[src/rtl/reorder_buffer_pkg.sv]
// Shared types and constants for the reorder buffer and its users.
package reorder_buffer_pkg;

  localparam int unsigned ROB_SIZE  = 16;
  localparam int unsigned ROB_IDX_W = 4;

  typedef logic [ROB_IDX_W-1:0] rob_index_t;
  typedef logic [ROB_IDX_W:0]   rob_count_t;
  typedef logic [4:0]           reg_index_t;
  typedef logic [31:0]          data_t;
  typedef logic [31:0]          addr_t;

  // Index 0 means "no dependency" and is never allocated.
  localparam rob_index_t ROB_NULL_INDEX  = '0;
  localparam rob_index_t ROB_FIRST_INDEX = rob_index_t'(1);
  localparam rob_index_t ROB_LAST_INDEX  = rob_index_t'(ROB_SIZE - 1);
  localparam rob_count_t ROB_CAPACITY    = rob_count_t'(ROB_SIZE - 1);

  typedef struct packed {
    logic       busy;
    logic       ready;
    reg_index_t rd;
    data_t      val;
    logic       is_branch;
    logic       pred_taken;
    logic       actual_taken;
    addr_t      alt_pc;
  } rob_entry_t;

  typedef struct packed {
    logic  ready;
    data_t val;
  } rob_query_t;

  // Pointer increment that skips the reserved null index.
  function automatic rob_index_t rob_next(input rob_index_t idx);
    return (idx == ROB_LAST_INDEX) ? ROB_FIRST_INDEX : idx + 1'b1;
  endfunction

endpackage

[src/rtl/reorder_buffer_if.sv]
// Issue, result, query and commit signals between the core and the reorder buffer.
interface reorder_buffer_if;
  import reorder_buffer_pkg::*;

  // Issue
  logic       issue_valid;
  reg_index_t issue_rd;
  logic       issue_is_branch;
  logic       issue_pred_taken;
  addr_t      issue_alt_pc;
  logic       rob_full;
  rob_index_t rob_alloc_index;

  // Result buses
  logic       alu_valid;
  rob_index_t alu_rob_index;
  data_t      alu_val;
  logic       alu_taken;
  logic       lsb_valid;
  rob_index_t lsb_rob_index;
  data_t      lsb_val;

  // Operand lookup
  rob_index_t q1_index;
  rob_index_t q2_index;
  logic       q1_ready;
  logic       q2_ready;
  data_t      q1_val;
  data_t      q2_val;

  // Commit and flush
  logic       rob_to_reg_commit;
  rob_index_t rob_to_reg_rob_index;
  reg_index_t rob_to_reg_index;
  data_t      rob_to_reg_val;
  rob_index_t rob_head_index;
  logic       rob_flush;
  addr_t      rob_flush_pc;

  modport master (
    output issue_valid, issue_rd, issue_is_branch, issue_pred_taken, issue_alt_pc,
    output alu_valid, alu_rob_index, alu_val, alu_taken,
    output lsb_valid, lsb_rob_index, lsb_val,
    output q1_index, q2_index,
    input  rob_full, rob_alloc_index, q1_ready, q2_ready, q1_val, q2_val,
    input  rob_to_reg_commit, rob_to_reg_rob_index, rob_to_reg_index, rob_to_reg_val,
    input  rob_head_index, rob_flush, rob_flush_pc
  );

  modport slave (
    input  issue_valid, issue_rd, issue_is_branch, issue_pred_taken, issue_alt_pc,
    input  alu_valid, alu_rob_index, alu_val, alu_taken,
    input  lsb_valid, lsb_rob_index, lsb_val,
    input  q1_index, q2_index,
    output rob_full, rob_alloc_index, q1_ready, q2_ready, q1_val, q2_val,
    output rob_to_reg_commit, rob_to_reg_rob_index, rob_to_reg_index, rob_to_reg_val,
    output rob_head_index, rob_flush, rob_flush_pc
  );

endinterface

[src/rtl/reorder_buffer.sv]
// Circular in-order retirement queue: allocates slots at issue, captures ALU/LSB results,
// retires one entry per cycle and flushes everything on a branch mispredict.
module reorder_buffer
  import reorder_buffer_pkg::*;
(
  input logic             clk_in,
  input logic             rst_in,
  input logic             rdy_in,
  reorder_buffer_if.slave bus
);

  rob_entry_t entry_q [ROB_SIZE];
  rob_entry_t entry_d [ROB_SIZE];
  rob_index_t head_q, head_d;
  rob_index_t tail_q, tail_d;
  rob_count_t count_q, count_d;

  logic       commit_q, commit_d;
  rob_index_t commit_idx_q, commit_idx_d;
  reg_index_t commit_rd_q, commit_rd_d;
  data_t      commit_val_q, commit_val_d;
  logic       flush_q, flush_d;
  addr_t      flush_pc_q, flush_pc_d;

  rob_entry_t head_entry;
  logic       full, issue_fire;
  logic       alu_hit_head, lsb_hit_head;
  logic       head_ready, head_taken;
  data_t      head_val;
  logic       do_commit, mispredict;
  rob_query_t q1, q2;

  // Ready/value as seen by a consumer this cycle, bypassing the result buses.
  function automatic rob_query_t rob_lookup(
    input rob_index_t idx,
    input rob_entry_t e,
    input logic       av,
    input rob_index_t ai,
    input data_t      ad,
    input logic       lv,
    input rob_index_t li,
    input data_t      ld
  );
    rob_query_t r;
    r = '0;
    if (idx != ROB_NULL_INDEX) begin
      if (av && ai == idx) begin
        r = '{ready: 1'b1, val: ad};
      end else if (lv && li == idx) begin
        r = '{ready: 1'b1, val: ld};
      end else begin
        r = '{ready: e.ready, val: e.val};
      end
    end
    return r;
  endfunction

  assign full       = (count_q == ROB_CAPACITY);
  assign issue_fire = bus.issue_valid && !full;
  assign head_entry = entry_q[head_q];

  // Head may retire in the same cycle its result arrives, hence the bus bypass here.
  assign alu_hit_head = bus.alu_valid && (bus.alu_rob_index == head_q);
  assign lsb_hit_head = bus.lsb_valid && (bus.lsb_rob_index == head_q);
  assign head_ready   = head_entry.ready || alu_hit_head || lsb_hit_head;
  assign head_val     = alu_hit_head ? bus.alu_val :
                        lsb_hit_head ? bus.lsb_val : head_entry.val;
  assign head_taken   = alu_hit_head ? bus.alu_taken : head_entry.actual_taken;
  assign do_commit    = head_entry.busy && head_ready;
  assign mispredict   = do_commit && head_entry.is_branch &&
                        (head_taken != head_entry.pred_taken);

  assign q1 = rob_lookup(bus.q1_index, entry_q[bus.q1_index], bus.alu_valid,
                         bus.alu_rob_index, bus.alu_val, bus.lsb_valid,
                         bus.lsb_rob_index, bus.lsb_val);
  assign q2 = rob_lookup(bus.q2_index, entry_q[bus.q2_index], bus.alu_valid,
                         bus.alu_rob_index, bus.alu_val, bus.lsb_valid,
                         bus.lsb_rob_index, bus.lsb_val);

  // Next-state: result capture, issue, retirement, and wholesale invalidation on mispredict.
  always_comb begin
    entry_d      = entry_q;
    head_d       = head_q;
    tail_d       = tail_q;
    count_d      = count_q;
    commit_d     = do_commit;
    commit_idx_d = commit_idx_q;
    commit_rd_d  = commit_rd_q;
    commit_val_d = commit_val_q;
    flush_d      = mispredict;
    flush_pc_d   = flush_pc_q;

    if (do_commit) begin
      commit_idx_d = head_q;
      commit_rd_d  = head_entry.rd;
      commit_val_d = head_val;
    end

    if (mispredict) begin
      // Same-cycle issue and results belong to the wrong path and are dropped.
      flush_pc_d = head_entry.alt_pc;
      for (int unsigned i = 0; i < ROB_SIZE; i++) begin
        entry_d[i].busy  = 1'b0;
        entry_d[i].ready = 1'b0;
      end
      head_d  = ROB_FIRST_INDEX;
      tail_d  = ROB_FIRST_INDEX;
      count_d = '0;
    end else begin
      if (bus.alu_valid && entry_q[bus.alu_rob_index].busy) begin
        entry_d[bus.alu_rob_index].ready        = 1'b1;
        entry_d[bus.alu_rob_index].val          = bus.alu_val;
        entry_d[bus.alu_rob_index].actual_taken = bus.alu_taken;
      end
      // ALU wins if both buses target one slot.
      if (bus.lsb_valid && entry_q[bus.lsb_rob_index].busy &&
          !(bus.alu_valid && (bus.alu_rob_index == bus.lsb_rob_index))) begin
        entry_d[bus.lsb_rob_index].ready = 1'b1;
        entry_d[bus.lsb_rob_index].val   = bus.lsb_val;
      end
      if (issue_fire) begin
        entry_d[tail_q] = '{busy:         1'b1,
                            ready:        1'b0,
                            rd:           bus.issue_rd,
                            val:          '0,
                            is_branch:    bus.issue_is_branch,
                            pred_taken:   bus.issue_pred_taken,
                            actual_taken: 1'b0,
                            alt_pc:       bus.issue_alt_pc};
        tail_d = rob_next(tail_q);
      end
      if (do_commit) begin
        entry_d[head_q].busy  = 1'b0;
        entry_d[head_q].ready = 1'b0;
        head_d = rob_next(head_q);
      end
      count_d = count_q + rob_count_t'(issue_fire) - rob_count_t'(do_commit);
    end
  end

  // State registers; rdy_in low holds everything, including the pending commit/flush pulse.
  always_ff @(posedge clk_in or posedge rst_in) begin
    if (rst_in) begin
      entry_q      <= '{default: '0};
      head_q       <= ROB_FIRST_INDEX;
      tail_q       <= ROB_FIRST_INDEX;
      count_q      <= '0;
      commit_q     <= 1'b0;
      commit_idx_q <= '0;
      commit_rd_q  <= '0;
      commit_val_q <= '0;
      flush_q      <= 1'b0;
      flush_pc_q   <= '0;
    end else if (rdy_in) begin
      entry_q      <= entry_d;
      head_q       <= head_d;
      tail_q       <= tail_d;
      count_q      <= count_d;
      commit_q     <= commit_d;
      commit_idx_q <= commit_idx_d;
      commit_rd_q  <= commit_rd_d;
      commit_val_q <= commit_val_d;
      flush_q      <= flush_d;
      flush_pc_q   <= flush_pc_d;
    end
  end

  assign bus.rob_full             = full;
  assign bus.rob_alloc_index      = tail_q;
  assign bus.rob_head_index       = head_q;
  assign bus.q1_ready             = q1.ready;
  assign bus.q1_val               = q1.val;
  assign bus.q2_ready             = q2.ready;
  assign bus.q2_val               = q2.val;
  // Pulses are masked while frozen so a stalled consumer never sees them twice.
  assign bus.rob_to_reg_commit    = commit_q && rdy_in;
  assign bus.rob_to_reg_rob_index = commit_idx_q;
  assign bus.rob_to_reg_index     = commit_rd_q;
  assign bus.rob_to_reg_val       = commit_val_q;
  assign bus.rob_flush            = flush_q && rdy_in;
  assign bus.rob_flush_pc         = flush_pc_q;

  // Issuing into a full buffer is an upstream bug; the request is dropped.
  issue_when_full_a: assert property (@(posedge clk_in) disable iff (rst_in)
    !(rdy_in && bus.issue_valid && full));

endmodule

[src/flat_wrapper.sv]
// flat-port wrapper written by rule: the top's interface ports become plain ports
module reorder_buffer_flat import reorder_buffer_pkg::*;
  (clk_in, rst_in, rdy_in, bus_issue_valid, bus_issue_rd, bus_issue_is_branch, bus_issue_pred_taken, bus_issue_alt_pc, bus_alu_valid, bus_alu_rob_index, bus_alu_val, bus_alu_taken, bus_lsb_valid, bus_lsb_rob_index, bus_lsb_val, bus_q1_index, bus_q2_index, bus_rob_full, bus_rob_alloc_index, bus_q1_ready, bus_q2_ready, bus_q1_val, bus_q2_val, bus_rob_to_reg_commit, bus_rob_to_reg_rob_index, bus_rob_to_reg_index, bus_rob_to_reg_val, bus_rob_head_index, bus_rob_flush, bus_rob_flush_pc);
  reorder_buffer_if bus_i ();
  input logic clk_in;
  input logic rst_in;
  input logic rdy_in;
  input wire logic [$bits(bus_i.issue_valid)-1:0] bus_issue_valid;
  input wire logic [$bits(bus_i.issue_rd)-1:0] bus_issue_rd;
  input wire logic [$bits(bus_i.issue_is_branch)-1:0] bus_issue_is_branch;
  input wire logic [$bits(bus_i.issue_pred_taken)-1:0] bus_issue_pred_taken;
  input wire logic [$bits(bus_i.issue_alt_pc)-1:0] bus_issue_alt_pc;
  input wire logic [$bits(bus_i.alu_valid)-1:0] bus_alu_valid;
  input wire logic [$bits(bus_i.alu_rob_index)-1:0] bus_alu_rob_index;
  input wire logic [$bits(bus_i.alu_val)-1:0] bus_alu_val;
  input wire logic [$bits(bus_i.alu_taken)-1:0] bus_alu_taken;
  input wire logic [$bits(bus_i.lsb_valid)-1:0] bus_lsb_valid;
  input wire logic [$bits(bus_i.lsb_rob_index)-1:0] bus_lsb_rob_index;
  input wire logic [$bits(bus_i.lsb_val)-1:0] bus_lsb_val;
  input wire logic [$bits(bus_i.q1_index)-1:0] bus_q1_index;
  input wire logic [$bits(bus_i.q2_index)-1:0] bus_q2_index;
  output wire logic [$bits(bus_i.rob_full)-1:0] bus_rob_full;
  output wire logic [$bits(bus_i.rob_alloc_index)-1:0] bus_rob_alloc_index;
  output wire logic [$bits(bus_i.q1_ready)-1:0] bus_q1_ready;
  output wire logic [$bits(bus_i.q2_ready)-1:0] bus_q2_ready;
  output wire logic [$bits(bus_i.q1_val)-1:0] bus_q1_val;
  output wire logic [$bits(bus_i.q2_val)-1:0] bus_q2_val;
  output wire logic [$bits(bus_i.rob_to_reg_commit)-1:0] bus_rob_to_reg_commit;
  output wire logic [$bits(bus_i.rob_to_reg_rob_index)-1:0] bus_rob_to_reg_rob_index;
  output wire logic [$bits(bus_i.rob_to_reg_index)-1:0] bus_rob_to_reg_index;
  output wire logic [$bits(bus_i.rob_to_reg_val)-1:0] bus_rob_to_reg_val;
  output wire logic [$bits(bus_i.rob_head_index)-1:0] bus_rob_head_index;
  output wire logic [$bits(bus_i.rob_flush)-1:0] bus_rob_flush;
  output wire logic [$bits(bus_i.rob_flush_pc)-1:0] bus_rob_flush_pc;
  assign bus_i.issue_valid = bus_issue_valid;
  assign bus_i.issue_rd = bus_issue_rd;
  assign bus_i.issue_is_branch = bus_issue_is_branch;
  assign bus_i.issue_pred_taken = bus_issue_pred_taken;
  assign bus_i.issue_alt_pc = bus_issue_alt_pc;
  assign bus_i.alu_valid = bus_alu_valid;
  assign bus_i.alu_rob_index = bus_alu_rob_index;
  assign bus_i.alu_val = bus_alu_val;
  assign bus_i.alu_taken = bus_alu_taken;
  assign bus_i.lsb_valid = bus_lsb_valid;
  assign bus_i.lsb_rob_index = bus_lsb_rob_index;
  assign bus_i.lsb_val = bus_lsb_val;
  assign bus_i.q1_index = bus_q1_index;
  assign bus_i.q2_index = bus_q2_index;
  assign bus_rob_full = bus_i.rob_full;
  assign bus_rob_alloc_index = bus_i.rob_alloc_index;
  assign bus_q1_ready = bus_i.q1_ready;
  assign bus_q2_ready = bus_i.q2_ready;
  assign bus_q1_val = bus_i.q1_val;
  assign bus_q2_val = bus_i.q2_val;
  assign bus_rob_to_reg_commit = bus_i.rob_to_reg_commit;
  assign bus_rob_to_reg_rob_index = bus_i.rob_to_reg_rob_index;
  assign bus_rob_to_reg_index = bus_i.rob_to_reg_index;
  assign bus_rob_to_reg_val = bus_i.rob_to_reg_val;
  assign bus_rob_head_index = bus_i.rob_head_index;
  assign bus_rob_flush = bus_i.rob_flush;
  assign bus_rob_flush_pc = bus_i.rob_flush_pc;
  reorder_buffer u_core (.clk_in(clk_in), .rst_in(rst_in), .rdy_in(rdy_in), .bus(bus_i));
endmodule
[config.mk]
export PLATFORM = sky130hd
export DESIGN_NAME = reorder_buffer_flat
export DESIGN_NICKNAME = d
export VERILOG_FILES = /design/src/rtl/reorder_buffer_pkg.sv /design/src/rtl/reorder_buffer_if.sv /design/src/rtl/reorder_buffer.sv /design/src/flat_wrapper.sv
export SDC_FILE = /design/constraint.sdc
export NUM_CORES = 2
export LEC_CHECK = 0
export ABC_AREA = 0
export CORE_ASPECT_RATIO = 0.8
export CORE_UTILIZATION = 30
export CTS_CLUSTER_SIZE = 28
export DETAILED_ROUTE_END_ITERATION = 8
export DONT_BUFFER_PORTS = 1
export PLACE_DENSITY_LB_ADDON = 0.25
export SLEW_MARGIN = 20
export SYNTH_ARGS = -nofsm -noshare
export SYNTH_HDL_FRONTEND = slang
export SYNTH_SLANG_ARGS = --single-unit
[constraint.sdc]
create_clock -name clk_in -period 63 [get_ports clk_in]
set_input_delay 12.6 -clock clk_in [delete_from_list [all_inputs] [get_ports clk_in]]
set_output_delay 12.6 -clock clk_in [all_outputs]
set_load 0.1 [all_outputs]
==> run_results.csv <==
group,metric,value,unit
status,status,"finished clean",
clocking,cts_buffer_depth,4,
floorplanning,dieArea,0.247,mm2
placed_design,globalplace.congestion,0.863,
floorplanning,ios,276,
yosys,synth_area_leaders,"dfrtp_1 (43%), mux4_2 (20%), mux2_2 (8.0%)",
power_and_ir_drop,p_switching,1650,uW
setup_path,crit_type,"primary input to output port",
placed_design,dp_hpwl,166000,um
power_and_ir_drop,pwr_density_cell,51.2,mW/mm2
clocking,cts_num_sinks,1272,
route,drt_wl_total,305000,um
power_and_ir_drop,vdd_drop_max,0.0000514,V
yosys,synth_nets,5555,
floorplanning,die_h,445,um
power_and_ir_drop,seq_power_share,0.386,
floorplanning,rows,162,
final_layout,syn_to_final_growth,11.1,%
sta,period_minus_slack,28260,ps
sta,rsz0062_at_grt,"false",
route,drt-initial-drc-count,6532,
clocking,postCtsSetupRepairBufs,0,
yosys,synth-edff-count,0,
global_routing,antenna_found_initial,7,
yosys,yosys.area.top_type_share,0.432,
yosys,synthTopCellsByCount,"dfrtp_1 (1,270), mux4_2 (666), mux2_2 (524)",
power_and_ir_drop,p_sw_frac,0.394,
yosys,ys_ff_latch,1272,
final_layout,nNetsFinal,5089,
clocking,clk_latency,870,ps
global_routing,grt_max_degree,187,
sta,maxSlewViolCount,0,
power_and_ir_drop,power_frac_clock,0.216,
global_routing,grt_usage,0.243,
yosys,netlist_instances,5415,
clocking,cts-root-buf,"clkbuf_16",
setup_path,critical_path.cell_chain,"xnor2_1 > nand2_1 > nor4_2 > buf_4 > buf_4 > a211oi_1 > a21oi_1 > a211oi_4",
power_and_ir_drop,p_int,2530,uW
sta,fmax,35.4,MHz
route,dr.pass1.iters,6,
final_layout,multi_input_area,0.0393,mm2
clocking,clk_pin_slew,50,ps
floorplanning,core_area,0.244,mm2
yosys,synth_top_flop_cell,"dfrtp_1",
route,vias,54400,
final_layout,final_util,0.335,
sta,skew,109,ps
yosys,ys_types,68,
setup_path,cp_common_cell,"buf_4",
sta,worstMarginPinSlew,1270,ps
clocking,cts_buffers,157,
hold_path,hp-class,"flip-flop to flip-flop",
yosys,yosysMostFrequentCell,"dfrtp_1",
setup_path,slowest_delay,990,ps
clocking,cts-hold-fix-buffers,0,
setup_path,critPathBufInv,2,
setup_path,end_kind,"output port",
route,vias_per_cell,6.52,
sta,finalSetupViolCount,0,
global_routing,grt_overflow_total,0,
yosys,synthArstFlopShare,1.00,
sta,relSlewSlack,0.153,
flow_run,cap_violations,0,
setup_path,r2r_setup_slack,55160,ps
setup_path,crit_arrival,15660,ps
clocking,cts_resized,0,
power_and_ir_drop,p_total,4180,uW
yosys,syn_area_per_cell,13.6,um2
clocking,htree_levels,4,
route,drc,0,
floorplanning,initial_core_util,0.302,
yosys,ys_warn_count,0,
clocking,cts_tree,"built",
sta,tns,0,ps
power_and_ir_drop,comb_power_share,0.398,
floorplanning,fp.dieW,555,um
setup_path,critPathLaunchType,"primary input",
global_routing,grt_pass1_wl,435000,um
setup_path,path_delay_family,"compound AO/OA/AOI/OAI gates",
final_layout,regArea,0.0318,mm2
setup_path,crit_path_max_fanout,134,
yosys,syn-cell-area,0.0735,mm2
route,wl_per_cell,36.6,um
yosys,ys_seq_area_frac,0.433,
sta,finalHoldViolations,0,
final_layout,fillers,23700,
sta,finalCritPeriodShare,0.449,
power_and_ir_drop,leakage,0.0328,uW
setup_path,cp.required,50400,ps
final_layout,drive_gt1_frac,0.366,
yosys,synth_top_cell_by_area,"dfrtp_1",
route,drtAntennaViolNets,0,
placed_design,portBuffers,0,
sta,setup_slack,34740,ps
setup_path,cpMaxStageDelayCell,"a211oi_4",
global_routing,grt_pass1_vias,55100,
placed_design,place_ws,35040,ps
## per-layer routing
| layer | track usage | part of all wire | up-vias |
|---|---|---|---|
| met2 | 0.362 | 0.44 | 3554 |
| met4 | 0.119 | 0.053 | 2 |
| li1 | - | - | 20900 |
| met5 | 0 | 0.000023 | - |
| met1 | 0.319 | 0.40 | 29100 |
| met3 | 0.0760 | 0.11 | 910 |
## cell type report
type,instances,share of cell area
antenna,14,0.000429
clock buffer,223,0.0557
clock inverter,41,0.00487
inverter,21,0.00107
multi-input combinational,3343,0.481
sequential,1272,0.390
tap,3280,0.0503
timing repair buffer,154,0.0162
## cells in the final DEF, fill, tap and decap left out, types with 13 or more instances in the layout
master     instances
mux2_2           524
mux2i_1           75
clkbuf_8          33
nand2_2           21
clkbuf_16        159
clkinv_2          24
mux2_1            33
inv_1             19
a2bb2oi_1        519
a221o_1           13
nor3_1            25
mux4_2           666
nand2_1          154
xor2_1            17
ha_1              13
xnor2_1           15
nand3_1           53
diode_2           14
o221ai_1         512
a22o_1            16
nor2_1            92
clkbuf_1          31
buf_4            141
a211oi_1          59
mux2_4           100
o21ai_0           99
a211oi_4          78
dfrtp_1         1266
a21oi_1           84
nor2b_1           35
## logic make-up after synthesis
group	Yosys count	synth area share
buf+inv	800	0.0486
compound gates	1453	0.164
simple gates	444	0.0276
xor+xnor	34	0.00431
mux	1398	0.320
flops	1272	0.433
fa+ha+maj	14	0.00249
## power groups by stage
| stage | clock [uW] | sequential, uW | combinational [uW] |
|---|---|---|---|
| 6_report | 903 | 1610 | 1660 |
| 2_1_floorplan | 0 | 1510 | 1310 |
| 4_1_cts | 920 | 1600 | 1660 |
| 3_5_place_dp | 0 | 1610 | 1660 |
| 3_3_place_gp | 0 | 1600 | 1630 |
| 5_1_grt | 949 | 1660 | 1750 |
## stage by stage
stage | cells | area [um2] | hold WS [ps]
final | 8348 | 81600 | 481
after global routing | 8337 | 81600 | 506
after CTS | 8333 | 81600 | 487
after detailed placement | 8069 | 76600 | 472
after global placement | 8066 | 76500 | 462
after floorplan | 5415 | 73500 | 446
## path summary, 6_finish.rpt
path	end	cells past startpoint	startpoint
setup / recovery	bus_q1_val[5]	8	bus_q1_index[1]
hold / removal	flip-flop	1	flip-flop
setup reg to reg	u_core.entry_q[1168]	15	u_core.bus.rob_head_index[3]
hold reg to reg	flip-flop	1	flip-flop
max in group asynchronous	u_core.bus.rob_flush_pc[11]	5	rst_in
min in group asynchronous	u_core.bus.rob_to_reg_val[5]	1	rst_in
Note: power is estimated with default switching activity, not from simulation.
